[config.mk]
export PLATFORM = sky130hd
export DESIGN_NAME = timer_a_ctl
export DESIGN_NICKNAME = d
export VERILOG_FILES = /design/src/rtl/timer_a_ctl.sv
export SDC_FILE = /design/constraint.sdc
export NUM_CORES = 1
export LEC_CHECK = 0
export CAP_MARGIN = 5
export CELL_PAD_IN_SITES_DETAIL_PLACEMENT = 0
export CELL_PAD_IN_SITES_GLOBAL_PLACEMENT = 1
export CORE_ASPECT_RATIO = 0.9
export CORE_MARGIN = 2
export CORE_UTILIZATION = 38
export CTS_CLUSTER_SIZE = 16
export DETAILED_ROUTE_END_ITERATION = 6
export GPL_TIMING_DRIVEN = 0
export PLACE_DENSITY = 0.79
export RECOVER_POWER = 100
export SYNTH_ARGS = -nofsm -noshare
export SYNTH_HDL_FRONTEND = slang
export SYNTH_SLANG_ARGS = --single-unit
[constraint.sdc]
create_clock -name MCLK -period 4.17 [get_ports MCLK]
set_input_delay 0.834 -clock MCLK [delete_from_list [all_inputs] [get_ports MCLK]]
set_output_delay 0.834 -clock MCLK [all_outputs]
set_load 0.02 [all_outputs]
[src/rtl/timer_a_ctl.sv]
// Timer_A control block: TAxCTL/TAxR/TAxIV registers, prescaler,
// counter modes, and interrupt vector arbitration for the CCMs.
module timer_a_ctl #(
    parameter logic [15:0] TAxCTL_OFFSET = 16'h0160,
    parameter logic [15:0] TAxR_OFFSET   = 16'h0170,
    parameter logic [15:0] TAxIV_OFFSET  = 16'h012E,
    parameter int          N_CCM         = 3
) (
    input  logic               MCLK,
    input  logic               reset,
    input  logic               TimerClock,
    input  logic [15:0]        MAB,
    input  logic [15:0]        MDBwrite,
    input  logic               MW,
    input  logic               BW,
    input  logic               MR,
    input  logic [15:0]        TACCR0,
    input  logic [N_CCM-2:0]   CCIFG,
    input  logic [N_CCM-2:0]   CCIE,
    output logic [15:0]        TAxRcurrent,
    output logic               EQU0,
    output logic [N_CCM-2:0]   CCIFGclr,
    output logic               IRQ,
    output logic [15:0]        MDBread
);

    localparam int          NC       = N_CCM - 1;
    localparam logic [15:0] CTL_MASK = 16'h03F3;

    typedef enum logic {UP = 1'b0, DOWN = 1'b1} dir_e;

    logic [15:0]   ctl_q, ctl_d;
    logic [15:0]   tar_q, tar_d;
    logic [2:0]    div_q, div_d;
    logic [2:0]    sync_q, sync_d;
    dir_e          dir_q, dir_d;
    logic          equ0_q, equ0_d;
    logic [NC-1:0] clr_q, clr_d;
    logic          ivrd_q, ivrd_d;

    logic          sel_ctl, sel_tar, sel_iv;
    logic          wr_ctl, wr_tar, rd_iv, iv_first;
    logic [15:0]   ctl_w, tar_w, iv;
    logic [NC-1:0] clr_sel;
    logic          iv_taifg, found;
    logic          tick, run, step_en, hw_ifg, taclr;
    logic [2:0]    div_max;

    function automatic logic [15:0] merge(input logic [15:0] old,
                                          input logic [15:0] wd,
                                          input logic        bw,
                                          input logic        hi);
        logic [15:0] r;
        if (!bw)     r = wd;
        else if (hi) r = {wd[7:0], old[7:0]};
        else         r = {old[15:8], wd[7:0]};
        return r;
    endfunction

    assign sel_ctl = ({MAB[15:1], 1'b0} == TAxCTL_OFFSET);
    assign sel_tar = ({MAB[15:1], 1'b0} == TAxR_OFFSET);
    assign sel_iv  = ({MAB[15:1], 1'b0} == TAxIV_OFFSET);
    assign wr_ctl  = MW & sel_ctl;
    assign wr_tar  = MW & sel_tar;
    assign rd_iv   = MR & sel_iv;

    // Lowest pending CCM wins; TAIFG only when no CCM is pending
    always_comb begin
        iv       = '0;
        clr_sel  = '0;
        iv_taifg = 1'b0;
        found    = 1'b0;
        for (int i = 0; i < NC; i++) begin
            if (!found && CCIFG[i] && CCIE[i]) begin
                iv         = 16'(2 * (i + 1));
                clr_sel[i] = 1'b1;
                found      = 1'b1;
            end
        end
        if (!found && ctl_q[0] && ctl_q[1]) begin
            iv       = 16'h000E;
            iv_taifg = 1'b1;
        end
    end

    always_comb begin
        sync_d   = {sync_q[1:0], TimerClock};
        tick     = sync_q[1] & ~sync_q[2];
        run      = (ctl_q[5:4] != 2'b00);
        div_max  = {&ctl_q[7:6], ctl_q[7], |ctl_q[7:6]};
        step_en  = tick & run & (div_q == div_max);
        ctl_w    = merge(ctl_q, MDBwrite, BW, MAB[0]);
        tar_w    = merge(tar_q, MDBwrite, BW, MAB[0]);
        taclr    = wr_ctl & ctl_w[2];
        iv_first = rd_iv & ~ivrd_q;
        ivrd_d   = rd_iv;

        tar_d  = tar_q;
        dir_d  = dir_q;
        div_d  = div_q;
        hw_ifg = 1'b0;

        if (tick && run)
            div_d = (div_q == div_max) ? 3'd0 : div_q + 3'd1;

        if (step_en) begin
            unique case (ctl_q[5:4])
                2'b01: begin
                    if (TACCR0 == 16'd0) begin
                        tar_d = '0;
                    end else if (tar_q >= TACCR0) begin
                        tar_d  = '0;
                        hw_ifg = 1'b1;
                    end else begin
                        tar_d = tar_q + 16'd1;
                    end
                end
                2'b10: begin
                    tar_d  = tar_q + 16'd1;
                    hw_ifg = (tar_q == 16'hFFFF);
                end
                2'b11: begin
                    if (TACCR0 == 16'd0) begin
                        tar_d = '0;
                        dir_d = UP;
                    end else if (dir_q == UP) begin
                        if (tar_q >= TACCR0) begin
                            dir_d = DOWN;
                            tar_d = tar_q - 16'd1;
                        end else begin
                            tar_d = tar_q + 16'd1;
                        end
                    end else if (tar_q <= 16'd1) begin
                        tar_d  = '0;
                        hw_ifg = (tar_q == 16'd1);
                        dir_d  = UP;
                    end else begin
                        tar_d = tar_q - 16'd1;
                    end
                end
                default: ;
            endcase
        end

        // A tick overridden by software must not raise TAIFG
        if (wr_tar) begin
            tar_d  = tar_w;
            hw_ifg = 1'b0;
        end
        if (taclr) begin
            tar_d  = '0;
            div_d  = '0;
            dir_d  = UP;
            hw_ifg = 1'b0;
        end

        ctl_d = ctl_q;
        if (wr_ctl)              ctl_d    = ctl_w & CTL_MASK;
        if (iv_first && iv_taifg) ctl_d[0] = 1'b0;
        if (hw_ifg)              ctl_d[0] = 1'b1;

        clr_d  = iv_first ? clr_sel : '0;
        equ0_d = (tar_d == TACCR0);
    end

    always_ff @(posedge MCLK or negedge reset) begin
        if (!reset) begin
            ctl_q  <= '0;
            tar_q  <= '0;
            div_q  <= '0;
            sync_q <= '0;
            dir_q  <= UP;
            equ0_q <= 1'b0;
            clr_q  <= '0;
            ivrd_q <= 1'b0;
        end else begin
            ctl_q  <= ctl_d;
            tar_q  <= tar_d;
            div_q  <= div_d;
            sync_q <= sync_d;
            dir_q  <= dir_d;
            equ0_q <= equ0_d;
            clr_q  <= clr_d;
            ivrd_q <= ivrd_d;
        end
    end

    always_comb begin
        MDBread = '0;
        if (MR) begin
            if (sel_ctl)      MDBread = ctl_q;
            else if (sel_tar) MDBread = tar_q;
            else if (sel_iv)  MDBread = iv;
        end
    end

    assign TAxRcurrent = tar_q;
    assign EQU0        = equ0_q;
    assign CCIFGclr    = clr_q;
    assign IRQ         = (iv != 16'd0);

endmodule

==> results of run 1 <==
[cell usage in the layout (no fill, tap or decap), drive strengths merged, types with 10 or more instances in the layout]
master         count
nor2              74
nand2             55
clkdlybuf4s50     45
a21oi             40
dfrtp             35
nor3              32
clkbuf            31
o21ai             28
buf               28
inv               26
nand3             23
mux2i             21
ha                20
dlygate4sd3       20
dlygate4sd2       16
nor4              14
or4               14
and3              13
xnor2             10
[kinds of logic (layout without fill, tap and decap cells)]
logic type,count (synthesis),count (layout),share of synthesized area [%]
adders and majority gates,20,20,5.66
muxes,29,29,6.80
DFF,35,35,19.8
xor gates and xnor gates,14,14,2.77
AOI/OAI and AO/OA,158,158,25.7
and+or+nand+nor,280,280,33.8
buffers and inverters,60,177,5.44
other,0,1,0
[layout make-up]
cell class	instances	share of cell area, %
Antenna cell	1	0.0417
Buffer	33	2.63
Clock buffer	6	2.15
Clock inverter	2	0.208
Inverter	26	1.63
Multi-Input combinational cell	501	58.1
Sequential cell	35	14.6
Tap cell	156	3.25
Timing Repair Buffer	110	17.4
[worst paths after layout]
path / from / to / slack [ps] / cells after the start
worst max-delay path: TACCR0[3] / EQU0$_DFF_PN0_ / 3 / 13
worst min-delay path: sync_q[0]$_DFF_PN0_ / sync_q[1]$_DFF_PN0_ / 350 / 0
worst max register to register: ctl_q[4]$_DFFE_PN0P_ / EQU0$_DFF_PN0_ / 100 / 10
worst min register to register: sync_q[0]$_DFF_PN0_ / sync_q[1]$_DFF_PN0_ / 350 / 0
max in group asynchronous: reset / TAxRcurrent[12]$_DFF_PN0_ / 1720 / 1
min in group asynchronous: reset / ctl_q[6]$_DFFE_PN0P_ / 1180 / 1
[power by group through the flow]
stage / registers (W) / clock network [W] / logic (W)
global placement: 0.000349 / 0 / 0.000191
detailed placement: 0.000349 / 0 / 0.000192
CTS: 0.000343 / 0.000391 / 0.000196
finish: 0.000343 / 0.000397 / 0.000203
floorplan: 0.000349 / 0 / 0.0000856
global route: 0.000343 / 0.000409 / 0.000219
[synthesized netlist by cell type (8+ instances only)]
cell	count
mux2_2	8
nand3_1	23
a211oi_1	8
a31oi_1	8
nand2_1	55
mux2i_1	21
or3_1	8
nor2_1	74
ha_1	20
and3_1	13
xnor2_1	10
nand4_1	8
inv_1	26
nor4_1	12
a21oi_1	39
nor3_1	29
clkbuf_1	24
o21ai_0	24
dfrtp_1	35
[layer usage]
metal / up-vias / GRT usage, %
met5: - / 0
met4: 0 / 10.4
met3: 54 / 6.65
met2: 342 / 50.0
met1: 2654 / 45.8
li1: 2491 / -
[timing repair]
item                                    4_1_cts  5_1_grt
pin swaps                                     6       10
cloned                                        0        0
gates resized for setup                      44       35
endpoints found under the setup margin       29       14
setup buffers                                 5       13
[state kept, by name, summed over array words and instances (netlist names)]
register and cells:
div_q 3, TAxRcurrent 16, EQU0 1, dir_q 1, ivrd_q 1, ctl_q 8
sync_q 3, CCIFGclr 2
[per-stage QoR]
stage | std cells | utilization, %
after global placement | 844 | 48.6
after floorplan | 596 | -
final | 870 | 52.7
after detailed placement | 844 | 48.6
after CTS | 856 | 50.9
after global routing | 869 | 52.7
==> results.sh, run 1 <==
export IMPL_die_h_um=106
export IMPL_yosysUniqueCellTypes=82
export IMPL_via_per_inst=6.37
export IMPL_dr_pass1_iters=5
export IMPL_slowest_stage="or4_4"
export IMPL_cts_buffer_depth=2
export IMPL_initial_utilization_pct=38.8
export IMPL_fin_ws_ps=2.94
export IMPL_maxCapViolCount=1
export IMPL_ys_warn_count=0
export IMPL_wl_met1_um=8770
export IMPL_worst_slew_pin_slew_ps=2200
export IMPL_fmax_ghz=0.240
export IMPL_areaGrowthSynthToFinish_pct=35.8
export IMPL_antenna_found_initial=0
export IMPL_synth_fp_nets=674
export IMPL_design_area_um2=6000
export IMPL_start_kind="input pin"
export IMPL_core_um2=11400
export IMPL_vias=5541
export IMPL_cp_end_kind="flop"
export IMPL_regArea_um2=876
export IMPL_wirelength_um=20700
export IMPL_seq_area_frac_synth_pct=19.8
export IMPL_cts_buffers=5
export IMPL_die_x_um=118
export IMPL_rsz0062_at_grt="yes"
export IMPL_multi_input_area_um2=3490
export IMPL_port_buffers=92
export IMPL_route_detailed_drc=0
export IMPL_dieArea_um2=12500
export IMPL_grt_max_degree=36
export IMPL_wl_per_cell_um=23.8
export IMPL_vdd_ir_drop_max_mv=0.139
export IMPL_std_cell_rows=37
export IMPL_cts_root_buf="clkbuf_16"
export IMPL_violations="capacitance limit, slew limit"
export IMPL_pre_cts_ws_ps=-1490
export IMPL_htree_levels=2
export IMPL_synth_edff_count=0
export IMPL_power_switching_w=0.000289
export IMPL_comb_power_share_pct=21.6
export IMPL_synth_top_cell_area_share_pct=19.8
export IMPL_intPower_w=0.000654
export IMPL_worst_ep_required_time_ps=4370
export IMPL_drive_gt1_share_pct=13.7
export IMPL_cpPeakStageDelay_ps=570
export IMPL_crit_top_cell="buf_4"
export IMPL_final_nets=790
export IMPL_worst_hold_slack_ps=351
export IMPL_path_cells="clkdlybuf4s50_1 -> or4_4 -> o41ai_4 -> buf_4 -> a21oi_2 -> a41o_2 -> buf_4 -> a32oi_1 -> nor3_1 -> a211oi_2 -> mux2_2 -> a2111o_1 -> nor4_2"
export IMPL_dr_wl_met2_um=9290
export IMPL_top_layer_used="met4"
export IMPL_synthFlopType="dfrtp_1"
export IMPL_hpwl_um=15800
export IMPL_status="finished with violations"
export IMPL_clock_latency_ps=290
export IMPL_grt_pass1_wl_um=31200
export IMPL_switching_share_pct=30.7
export IMPL_slew_violations=36
export IMPL_min_period_ps=4170
export IMPL_power_density_nw_per_um2=157
export IMPL_synth_async_reset_ratio_pct=100
export IMPL_ant_nets=0
export IMPL_ios=94
export IMPL_clkPwrFrac_pct=42.1
export IMPL_worstSetupPathType="in2reg"
export IMPL_cp_top_family="compound AO/OA/AOI/OAI gates"
export IMPL_ys_ff_latch=35
export IMPL_critPathBufInv=3
export IMPL_yosys_top_cells_area="dfrtp_1 (20%), nor2_1 (6.3%), ha_1 (5.7%)"
export IMPL_cts_hold_buf=0
export IMPL_tritoncts="built"
export IMPL_fin_setup_tns_ps=0
export IMPL_first_iter_violations=704
export IMPL_p_leak_nw=2.53
export IMPL_p_seq_share_pct=36.3
export IMPL_critPathMaxFanout=5
export IMPL_fillers=1113
export IMPL_netlist_area_um2=4420
export IMPL_synth_area_per_cell_um2=7.41
export IMPL_placed_area_um2=5530
export IMPL_grt_pass1_vias=5209
export IMPL_syn_inst=596
export IMPL_cts_sinks=35
export IMPL_synth_top_cell_by_area="dfrtp_1"
export IMPL_hold_viol_final=0
export IMPL_finalCritPeriodShare_pct=99.9
export IMPL_grt_overflow=0
export IMPL_setup_violations=0
export IMPL_clk_pin_slew_worst_paths_ps=70
export IMPL_met3WireLength_um=2090
export IMPL_worstHoldPathType="reg2reg"
export IMPL_max_slew_margin_rel_pct=-46.7
export IMPL_fin_worst_skew_ps=9.40
export IMPL_grtUsageTotal_pct=32.6
export IMPL_place_congestion=1.03
export IMPL_power_w=0.000943
export IMPL_arrival_ps=4370
Power figures use the tool's default switching activity.
==> run 2: changes to the inputs <==
--- a/config.mk
+++ b/config.mk
@@ -8,7 +8,6 @@
 export CAP_MARGIN = 5
 export CELL_PAD_IN_SITES_DETAIL_PLACEMENT = 0
 export CELL_PAD_IN_SITES_GLOBAL_PLACEMENT = 1
-export CORE_ASPECT_RATIO = 0.9
 export CORE_MARGIN = 2
 export CORE_UTILIZATION = 38
 export CTS_CLUSTER_SIZE = 16
==> run 2 against run 1 <==
The flow still finishes with violations (capacitance limit, slew limit). First-iteration DRC count shrank 3.1%. Global-route usage is 0.90 points higher. Cell area decreased by 0.17%. Non-clock buffer count is the same. Clock-buffer cell count stayed put.
==> results.sh, run 2 (same netlist as run 1, synthesis figures left out) <==
export IMPL_cts_buffers=5
export IMPL_die_x_um=112
export IMPL_ant_nets=0
export IMPL_slowest_stage="or4_1"
export IMPL_grtUsageTotal_pct=33.5
export IMPL_areaGrowthSynthToFinish_pct=35.6
export IMPL_htree_levels=2
export IMPL_port_buffers=92
export IMPL_cp_end_kind="flop"
export IMPL_antenna_cells=0
export IMPL_p_leak_nw=2.55
export IMPL_fin_worst_skew_ps=9.04
export IMPL_route_detailed_drc=0
export IMPL_min_period_ps=4170
export IMPL_first_iter_violations=682
export IMPL_status="finished with violations"
export IMPL_vias=5591
export IMPL_initial_utilization_pct=38.9
export IMPL_hold_viol_final=0
export IMPL_cts_sinks=35
export IMPL_finalCritPeriodShare_pct=99.9
export IMPL_place_inst=831
export IMPL_grt_pass1_vias=5344
export IMPL_max_slew_margin_rel_pct=-48.7
export IMPL_wl_per_cell_um=25.4
export IMPL_clk_pin_slew_worst_paths_ps=60
export IMPL_drive_gt1_share_pct=15.9
export IMPL_die_h_um=112
export IMPL_ios=94
export IMPL_clock_latency_ps=300
export IMPL_cts_buffer_depth=2
export IMPL_worst_slew_pin_slew_ps=2230
export IMPL_slew_violations=36
export IMPL_final_nets=790
export IMPL_arrival_ps=4370
export IMPL_critPathMaxFanout=6
export IMPL_most_common_layout_cells="nor2_1 (74), nand2_1 (52), clkdlybuf4s50_1 (42)"
export IMPL_start_kind="input pin"
export IMPL_grt_max_degree=36
export IMPL_antenna_found_initial=0
export IMPL_cts_root_buf="clkbuf_16"
export IMPL_worst_ep_required_time_ps=4370
export IMPL_vdd_ir_drop_max_mv=0.106
export IMPL_final_common_cell="nor2_1"
export IMPL_setup_violations=0
export IMPL_fillers=1117
export IMPL_largest_reg_flops=16
export IMPL_path_cells="clkdlybuf4s50_1 -> or4_1 -> o41ai_4 -> a21oi_2 -> a41o_4 -> a32oi_1 -> nor3_1 -> a211oi_2 -> mux2_2 -> a2111o_1 -> nor4_2"
export IMPL_core_um2=11400
export IMPL_hpwl_um=16500
export IMPL_via_per_inst=6.55
export IMPL_power_density_nw_per_um2=153
export IMPL_fin_ws_ps=4.81
export IMPL_violations="capacitance limit, slew limit"
export IMPL_cpPeakStageDelay_ps=530
export IMPL_ff2ff_setup_slack_ps=90
export IMPL_dieArea_um2=12500
export IMPL_grt_overflow=0
export IMPL_place_congestion=0.968
export IMPL_worstHoldPathType="reg2reg"
export IMPL_rsz0062_at_grt="yes"
export IMPL_std_cell_rows=39
export IMPL_pre_cts_ws_ps=-1220
export IMPL_worst_hold_slack_ps=350
export IMPL_grt_pass1_wl_um=31800
export IMPL_wirelength_um=21700
export IMPL_fmax_ghz=0.240
export IMPL_tritoncts="built"
export IMPL_dr_pass1_iters=7
export IMPL_maxCapViolCount=1
export IMPL_worstSetupPathType="in2reg"
export IMPL_fin_cells=854
export IMPL_fin_setup_tns_ps=0
## run 2: cell count changes in the layout (fill, tap and decap cells not counted), sizes merged
cell           previous run  this run
dlygate4sd3              20        21
dlygate4sd2              16         2
diode                     1         0
clkdlybuf4s15             1         2
dlymetal6s2s              8        11
clkinv                    1         0
clkdlybuf4s50            45        42
clkbuf                   31        44
buf                      28        27
clkinvlp                  1         0
## run 2: critical path: cells and delay by family
kind            cells  cell delay [ps]
compound gates      6             1850
buf+inv             1              520
mux                 1              390
simple gates        3              760
## run 2: final cells by class
| cell class | count | area (µm²) | share of cell area, % |
|---|---|---|---|
| Buffer | 33 | 165 | 2.76 |
| Clock buffer | 6 | 129 | 2.15 |
| Inverter | 26 | 97.6 | 1.63 |
| Multi-Input combinational cell | 501 | 3540 | 59.1 |
| Sequential cell | 35 | 876 | 14.6 |
| Tap cell | 143 | 179 | 2.99 |
| Timing Repair Buffer | 110 | 1010 | 16.8 |
## run 2: repair_timing
| action | CTS | global route |
|---|---|---|
| cloned | 0 | 1 |
| setup endpoints to repair | 23 | 15 |
| resized for setup | 43 | 77 |
| hold buffers | 0 | 0 |
| pin swaps | 7 | 13 |
| setup buffers | 6 | 11 |
## run 2: worst paths after layout
path,start,end,depth (start not counted)
max reg2reg,ctl_q[4]$_DFFE_PN0P_,EQU0$_DFF_PN0_,11
max,TACCR0[6],EQU0$_DFF_PN0_,11
min in group asynchronous,reset,TAxRcurrent[13]$_DFF_PN0_,1
min reg2reg,sync_q[0]$_DFF_PN0_,sync_q[1]$_DFF_PN0_,0
max in group asynchronous,reset,ctl_q[8]$_DFFE_PN0P_,1
min,sync_q[0]$_DFF_PN0_,sync_q[1]$_DFF_PN0_,0
## run 2: metrics by stage
stage	utilization [%]	total power, W	cell area [µm²]
after floorplan	-	0.000434	4420
after global placement	48.5	0.000540	5520
after detailed placement	48.5	0.000542	5510
after CTS	50.9	0.000914	5780
after global routing	52.7	0.000948	5990
final	52.7	0.000918	5990
## run 2: routing by layer
metal	global-route usage (%)	up-vias	wire (µm)
met1	42.9	2676	8590
met4	16.6	0	1060
li1	-	2479	-
met5	0	-	0
met2	52.1	371	9740
met3	8.98	65	2350
## run 2: power by group
part	switching (W)	internal (W)	leakage (nW)
sequential	0.00000131	0.000342	0.430
combinational	0.000114	0.0000908	2.06
clock	0.000154	0.000215	0.0628
total	0.000270	0.000648	2.55
